[config.mk]
export PLATFORM = sky130hd
export DESIGN_NAME = alu_issue_unit
export DESIGN_NICKNAME = d
export VERILOG_FILES = /design/src/rtl/alu_issue_unit.sv
export SDC_FILE = /design/constraint.sdc
export NUM_CORES = 1
export LEC_CHECK = 0
export ABC_AREA = 1
export BUFFER_PORTS_ARGS = -buffer_cell sky130_fd_sc_hd__buf_2
export CORE_MARGIN = 2
export CORE_UTILIZATION = 45
export CTS_BUF_LIST = sky130_fd_sc_hd__clkbuf_8
export CTS_CLUSTER_SIZE = 20
export DETAILED_ROUTE_END_ITERATION = 16
export PLACE_DENSITY_LB_ADDON = 0.1
export SLEW_MARGIN = 20
export SYNTH_ARGS = -nofsm -noshare
export SYNTH_HDL_FRONTEND = slang
export SYNTH_SLANG_ARGS = --single-unit
[constraint.sdc]
create_clock -name clk -period 1.4 [get_ports clk]
set_clock_uncertainty 0.1 [all_clocks]
set_input_delay 0.14 -clock clk [delete_from_list [all_inputs] [get_ports clk]]
set_output_delay 0.14 -clock clk [all_outputs]
set_load 0.005 [all_outputs]
[src/rtl/alu_issue_unit.sv]
// Execute-stage issue unit: decodes MIPS ALU instructions, drives the external ALU from
// stage 1, and retires results into a backpressured writeback register with trap handling.
module alu_issue_unit #(
  parameter int DATA_W       = 32,
  parameter bit ILLEGAL_TRAP = 1'b1
) (
  input  logic              clk,
  input  logic              rst_n,
  input  logic              in_valid,
  output logic              in_ready,
  input  logic [5:0]        in_opcode,
  input  logic [5:0]        in_funct,
  input  logic [4:0]        in_shamt,
  input  logic [15:0]       in_imm,
  input  logic [DATA_W-1:0] in_rs_val,
  input  logic [DATA_W-1:0] in_rt_val,
  input  logic [4:0]        in_rd_idx,
  input  logic [4:0]        in_rt_idx,
  output logic [3:0]        alu_ctrl,
  output logic [DATA_W-1:0] alu_op1,
  output logic [DATA_W-1:0] alu_op2,
  input  logic [DATA_W-1:0] alu_result,
  input  logic              alu_overflow,
  output logic              out_valid,
  input  logic              out_ready,
  output logic [DATA_W-1:0] out_result,
  output logic [4:0]        out_dst,
  output logic              out_wr_en,
  output logic              exc_valid,
  output logic [1:0]        exc_code,
  input  logic              exc_ack
);

  typedef enum logic {ST_RUN, ST_TRAP} state_t;

  localparam logic [3:0] CTRL_ADD  = 4'd0;
  localparam logic [3:0] CTRL_SUB  = 4'd1;
  localparam logic [3:0] CTRL_ADDU = 4'd2;
  localparam logic [3:0] CTRL_SUBU = 4'd3;
  localparam logic [3:0] CTRL_AND  = 4'd4;
  localparam logic [3:0] CTRL_OR   = 4'd5;
  localparam logic [3:0] CTRL_SLL  = 4'd6;
  localparam logic [3:0] CTRL_SRL  = 4'd7;
  localparam logic [3:0] CTRL_SLT  = 4'd8;
  localparam logic [3:0] CTRL_ILL  = 4'd15;

  localparam logic [1:0] EXC_OVF = 2'd1;
  localparam logic [1:0] EXC_ILL = 2'd2;

  state_t state_reg, state_next;

  logic              s1_valid_reg;
  logic [3:0]        s1_ctrl_reg;
  logic [DATA_W-1:0] s1_op1_reg;
  logic [DATA_W-1:0] s1_op2_reg;
  logic [4:0]        s1_dst_reg;
  logic              s1_illegal_reg;

  logic              out_valid_reg;
  logic [DATA_W-1:0] out_result_reg;
  logic [4:0]        out_dst_reg;
  logic              out_wr_en_reg;

  logic              exc_valid_reg, exc_valid_next;
  logic [1:0]        exc_code_reg, exc_code_next;

  logic [3:0]        dec_ctrl;
  logic [DATA_W-1:0] dec_op1;
  logic [DATA_W-1:0] dec_op2;
  logic [4:0]        dec_dst;
  logic              dec_illegal;

  logic [DATA_W-1:0] imm_sext;
  logic [DATA_W-1:0] imm_zext;
  logic [DATA_W-1:0] shamt_zext;

  logic s1_trap;
  logic s1_adv;
  logic accept;

  assign imm_sext   = {{(DATA_W-16){in_imm[15]}}, in_imm};
  assign imm_zext   = {{(DATA_W-16){1'b0}}, in_imm};
  assign shamt_zext = {{(DATA_W-5){1'b0}}, in_shamt};

  // Decode happens on the incoming instruction so S1 holds ready-to-use ALU inputs.
  always_comb begin
    dec_ctrl    = CTRL_ILL;
    dec_op1     = '0;
    dec_op2     = '0;
    dec_dst     = in_rt_idx;
    dec_illegal = 1'b1;
    if (in_opcode == 6'h00) begin
      dec_dst = in_rd_idx;
      case (in_funct)
        6'h20: begin dec_ctrl = CTRL_ADD;  dec_op1 = in_rs_val; dec_op2 = in_rt_val;  dec_illegal = 1'b0; end
        6'h21: begin dec_ctrl = CTRL_ADDU; dec_op1 = in_rs_val; dec_op2 = in_rt_val;  dec_illegal = 1'b0; end
        6'h22: begin dec_ctrl = CTRL_SUB;  dec_op1 = in_rs_val; dec_op2 = in_rt_val;  dec_illegal = 1'b0; end
        6'h23: begin dec_ctrl = CTRL_SUBU; dec_op1 = in_rs_val; dec_op2 = in_rt_val;  dec_illegal = 1'b0; end
        6'h24: begin dec_ctrl = CTRL_AND;  dec_op1 = in_rs_val; dec_op2 = in_rt_val;  dec_illegal = 1'b0; end
        6'h25: begin dec_ctrl = CTRL_OR;   dec_op1 = in_rs_val; dec_op2 = in_rt_val;  dec_illegal = 1'b0; end
        6'h2A: begin dec_ctrl = CTRL_SLT;  dec_op1 = in_rs_val; dec_op2 = in_rt_val;  dec_illegal = 1'b0; end
        6'h00: begin dec_ctrl = CTRL_SLL;  dec_op1 = in_rt_val; dec_op2 = shamt_zext; dec_illegal = 1'b0; end
        6'h02: begin dec_ctrl = CTRL_SRL;  dec_op1 = in_rt_val; dec_op2 = shamt_zext; dec_illegal = 1'b0; end
        default: ;
      endcase
    end else begin
      case (in_opcode)
        6'h08: begin dec_ctrl = CTRL_ADD;  dec_op1 = in_rs_val; dec_op2 = imm_sext; dec_illegal = 1'b0; end
        6'h09: begin dec_ctrl = CTRL_ADDU; dec_op1 = in_rs_val; dec_op2 = imm_sext; dec_illegal = 1'b0; end
        6'h0A: begin dec_ctrl = CTRL_SLT;  dec_op1 = in_rs_val; dec_op2 = imm_sext; dec_illegal = 1'b0; end
        6'h0C: begin dec_ctrl = CTRL_AND;  dec_op1 = in_rs_val; dec_op2 = imm_zext; dec_illegal = 1'b0; end
        6'h0D: begin dec_ctrl = CTRL_OR;   dec_op1 = in_rs_val; dec_op2 = imm_zext; dec_illegal = 1'b0; end
        default: ;
      endcase
    end
  end

  // Only signed add/sub overflow traps; the unsigned forms ignore the ALU flag.
  assign s1_trap = (s1_illegal_reg && ILLEGAL_TRAP) ||
                   (alu_overflow && (s1_ctrl_reg == CTRL_ADD || s1_ctrl_reg == CTRL_SUB));
  assign s1_adv   = s1_valid_reg && (!out_valid_reg || out_ready);
  assign in_ready = (state_reg == ST_RUN) && !(s1_valid_reg && s1_trap) &&
                    (!s1_valid_reg || s1_adv);
  assign accept   = in_valid && in_ready;

  always_ff @(posedge clk or negedge rst_n) begin
    if (!rst_n) begin
      s1_valid_reg   <= 1'b0;
      s1_ctrl_reg    <= '0;
      s1_op1_reg     <= '0;
      s1_op2_reg     <= '0;
      s1_dst_reg     <= '0;
      s1_illegal_reg <= 1'b0;
    end else if (accept) begin
      s1_valid_reg   <= 1'b1;
      s1_ctrl_reg    <= dec_ctrl;
      s1_op1_reg     <= dec_op1;
      s1_op2_reg     <= dec_op2;
      s1_dst_reg     <= dec_dst;
      s1_illegal_reg <= dec_illegal;
    end else if (s1_adv) begin
      s1_valid_reg   <= 1'b0;
    end
  end

  always_ff @(posedge clk or negedge rst_n) begin
    if (!rst_n) begin
      out_valid_reg  <= 1'b0;
      out_result_reg <= '0;
      out_dst_reg    <= '0;
      out_wr_en_reg  <= 1'b0;
    end else if (s1_adv) begin
      out_valid_reg  <= 1'b1;
      out_result_reg <= alu_result;
      out_dst_reg    <= s1_dst_reg;
      out_wr_en_reg  <= !s1_trap && !s1_illegal_reg;
    end else if (out_ready) begin
      out_valid_reg  <= 1'b0;
    end
  end

  always_comb begin
    state_next     = state_reg;
    exc_valid_next = exc_valid_reg;
    exc_code_next  = exc_code_reg;
    case (state_reg)
      ST_RUN: begin
        if (s1_adv && s1_trap) begin
          state_next     = ST_TRAP;
          exc_valid_next = 1'b1;
          exc_code_next  = s1_illegal_reg ? EXC_ILL : EXC_OVF;
        end
      end
      ST_TRAP: begin
        if (exc_ack) begin
          state_next     = ST_RUN;
          exc_valid_next = 1'b0;
          exc_code_next  = '0;
        end
      end
      default: state_next = ST_RUN;
    endcase
  end

  always_ff @(posedge clk or negedge rst_n) begin
    if (!rst_n) begin
      state_reg     <= ST_RUN;
      exc_valid_reg <= 1'b0;
      exc_code_reg  <= '0;
    end else begin
      state_reg     <= state_next;
      exc_valid_reg <= exc_valid_next;
      exc_code_reg  <= exc_code_next;
    end
  end

  assign alu_ctrl   = s1_ctrl_reg;
  assign alu_op1    = s1_op1_reg;
  assign alu_op2    = s1_op2_reg;
  assign out_valid  = out_valid_reg;
  assign out_result = out_result_reg;
  assign out_dst    = out_dst_reg;
  assign out_wr_en  = out_wr_en_reg;
  assign exc_valid  = exc_valid_reg;
  assign exc_code   = exc_code_reg;

endmodule

==> summary.md <==
| Metric | Value |
|---|---|
| Hold Path Class | `input port to asynchronous set/reset pin` |
| H-tree depth | `4` |
| Flop-to-flop setup slack | `-300 ps` |
| Vias in the first global route | `7089` |
| Largest family of logic cells by synthesized area | `simple AND/OR/NAND/NOR gates` |
| Clock buffer depth | `2` |
| Yosys reg bits | `118` |
| Die Area | `14720 um2` |
| Critical path type | `register to register` |
| First-pass GRT wire length | `34.11 mm` |
| Final GP Congestion | `0.8633` |
| Setup violations, final | `100` |
| Final WL | `22.79 mm` |
| Static Leak | `5.869 nW` |
| CTS tree | `yes` |
| Core area | `13350 um2` |
| Avg Cell Area, Syn | `7.097 um2` |
| Number of fill cells | `987` |
| CP max FO | `9` |
| Global route overflow | `0` |
| Skew-Pair Late Insertion Delay | `450 ps` |
| Most frequent cell after synthesis | `nand2_1` |
| I/O Buffers | `255` |
| Die Ht | `121.3 um` |
| Sequential area share after synthesis | `0.4766` |
| Post-route cell area | `10130 um2` |
| R2R cell count | `11` |
| Mapped Cells | `873` |
| RSZ-0062 raised after global routing | `true` |
| Post-Syn Area | `6196 um2` |
| Area Growth Syn to Fin | `63.49%` |
| Final #Nets | `1448` |
| Avg WL per Cell | `15.26 um` |
| # Max-Cap Violations | `0` |
| Headroom to the max-slew limit | `0.7925` |
| Num rows | `42` |
| Final critical-path share of the clock period | `1.218` |
| Final core occ | `0.7589` |
| Post-synthesis cell type count | `25` |
| Most instantiated cells after synthesis | `402 x nand2_1, 119 x nand3_1, 118 x dfrtp_1` |
| Largest net degree at the start of global routing | `47` |
| Drt drc | `0` |
| Most used DFF post-synth | `dfrtp_1` |
| Total GRT Usage | `0.2951` |
| Drt first-iter violations | `586` |
| Power per Cell Area | `1563 nW/um2` |
| Mux contribution to synthesized area | `0` |
| Synth Area in Simple Gates | `0.4085` |
| Initial antenna violation count | `1` |
| Crit path launch | `alu_ctrl[2]` |
| Final Max Slew Viols | `0` |
| Antenna-violating nets left | `0` |
| Crit path time final | `1705 ps` |
| Area contributors post-synth | `dfrtp_1 48%, nand2_1 24%, nand3_1 9.6%, inv_1 4.5%, nor2_1 3.8%` |
| Net Count, Synth | `1018` |
| Worst Setup Slack, final | `-304.5 ps` |
| Initial Util | `0.4642` |
| Outcome | `finished with violations` |
| Vias | `7379` |
| Adder-Cell Fraction of Synth Area | `0` |
| Failing checks | `negative setup slack` |
| Worst VDD drop | `0.8020 mV` |
| CTS Buf Count | `17` |
| Sink Count | `118` |
| Critical Path RT | `1640 ps` |
| Number of flops mapped to enable cells by yosys | `0` |
| Share of Yosys cell area claimed by the top area cell type | `0.4766` |
| Fmax | `0.5867 GHz` |
| Post-DP HPWL | `13.85 mm` |
| Root buf cell | `clkbuf_8` |
| Post-synthesis compound-gate area fraction | `0.01838` |
| Worst setup EP type | `register` |
| Chip width | `121.3 um` |
| CP startpoint kind | `register` |
| IO Pins | `256` |
| Ys async rst share | `1.000` |
| DR vias/cell | `4.942` |
| Synth warn | `0` |
| Worst-Margin Slew | `310.2 ps` |
| Cell taking the most area after synthesis | `dfrtp_1` |
| Post-Synth XOR/XNOR Area | `0` |
| Pre-antenna DRT Iters | `6` |
| CTS clk-pin slew, worst paths | `80 ps` |
| Placed Instance Area | `8008 um2` |
| Critical Path Sink | `alu_op2[2]` |
| Worst r2r src | `alu_ctrl[2]` |
| Hold Violations, Final | `0` |
| WP data arrival | `1950 ps` |
| Share of cells above drive strength 1 | `0.3078` |
| RR Endpoint | `alu_op2[2]` |
==> critical path, cell delays in order (launching register included) <==
cell,delay [ps]
dfrtp_1,390
nor2_2,110
nand3_2,70
nand2_2,80
nand2_2,60
buf_4,140
nand3_4,120
inv_8,80
buf_12,140
or2_0,210
nand2_1,80
inv_1,40
==> cells by family after synthesis <==
| family | Yosys count |
|---|---|
| DFF | 118 |
| AOI/OAI and AO/OA | 22 |
| and+or+nand+nor | 605 |
| buffers and inverters | 128 |
==> where the power goes <==
group	internal (mW)	total [mW]	leakage (nW)	switching, mW
Combinational	3.54	7.27	4.15	3.73
Clock	1.84	3.30	0.213	1.45
Sequential	4.65	5.26	1.50	0.610
==> routing by layer <==
metal / part of all wire / vias to the layer above / track usage / wire length [um]
li1: - / 3541 / - / -
met5: 0 / - / 0 / 0
met4: 0.035 / 0 / 0.1293 / 798
met3: 0.082 / 81 / 0.08083 / 1866
met1: 0.41 / 3358 / 0.3720 / 9318
met2: 0.47 / 399 / 0.4754 / 10800
==> layout make-up <==
class / count / area [um2] / share of cell area
flip-flops and latches: 118 / 2953 / 0.2915
repair buffers: 459 / 3501 / 0.3456
inverters: 80 / 315.3 / 0.03113
clock buffers: 19 / 261.5 / 0.02582
diodes: 1 / 2.502 / 0.0002470
clock inverters: 13 / 155.1 / 0.01532
multi-input cells: 627 / 2721 / 0.2687
well taps: 176 / 220.2 / 0.02174
==> worst min-delay path by stage <==
stage                          from      endpoint  depth (start not counted)
final                         rst_n    alu_op2[1]                          2
after global routing          rst_n    alu_op2[1]                          2
after CTS                 out_ready  s1_valid_reg                          5
after detailed placement      rst_n   alu_op1[15]                          1
after global placement        rst_n    alu_op2[1]                          1
after floorplan               rst_n   alu_ctrl[0]                          0
==> layout by cell type, fill, tap and decap left out, types with 7 or more instances in the layout <==
cell,netlist,routed
buf_12,0,17
buf_2,25,253
buf_4,7,47
buf_6,8,8
clkbuf_16,0,7
clkbuf_8,0,19
dfrtp_1,118,118
dlygate4sd3_1,0,126
inv_1,75,71
inv_2,4,7
nand2_1,402,388
nand2_2,2,12
nand3_1,119,118
nor2_1,62,60
o21ai_0,14,12
==> metrics by stage <==
stage                     power [mW]  worst slack (ps)  cells  TNS (ps)  hold WS [ps]
after global placement         10.75            -142.1   1314     -6971        -58.72
after floorplan                8.085            -26.65    873    -988.2        -255.6
after global routing           16.89            -409.2   1492    -28100         24.39
after detailed placement       10.85            -195.6   1314    -10310        -56.04
final                          15.83            -304.5   1493    -18220         13.65
after CTS                      14.76            -317.2   1480    -18060        -9.413
==> timing repair <==
| item | 4_1_cts | 5_1_grt |
|---|---|---|
| hold endpoints to repair | 225 | 0 |
| hold buffers | 127 | 0 |
| pin swaps | 3 | 7 |
| cloned | 1 | 7 |
| setup buffers | 6 | 7 |
| setup endpoints to repair | 77 | 120 |
| gates resized for setup | 17 | 40 |
No activity file was read; power rests on OpenSTA's default activity.
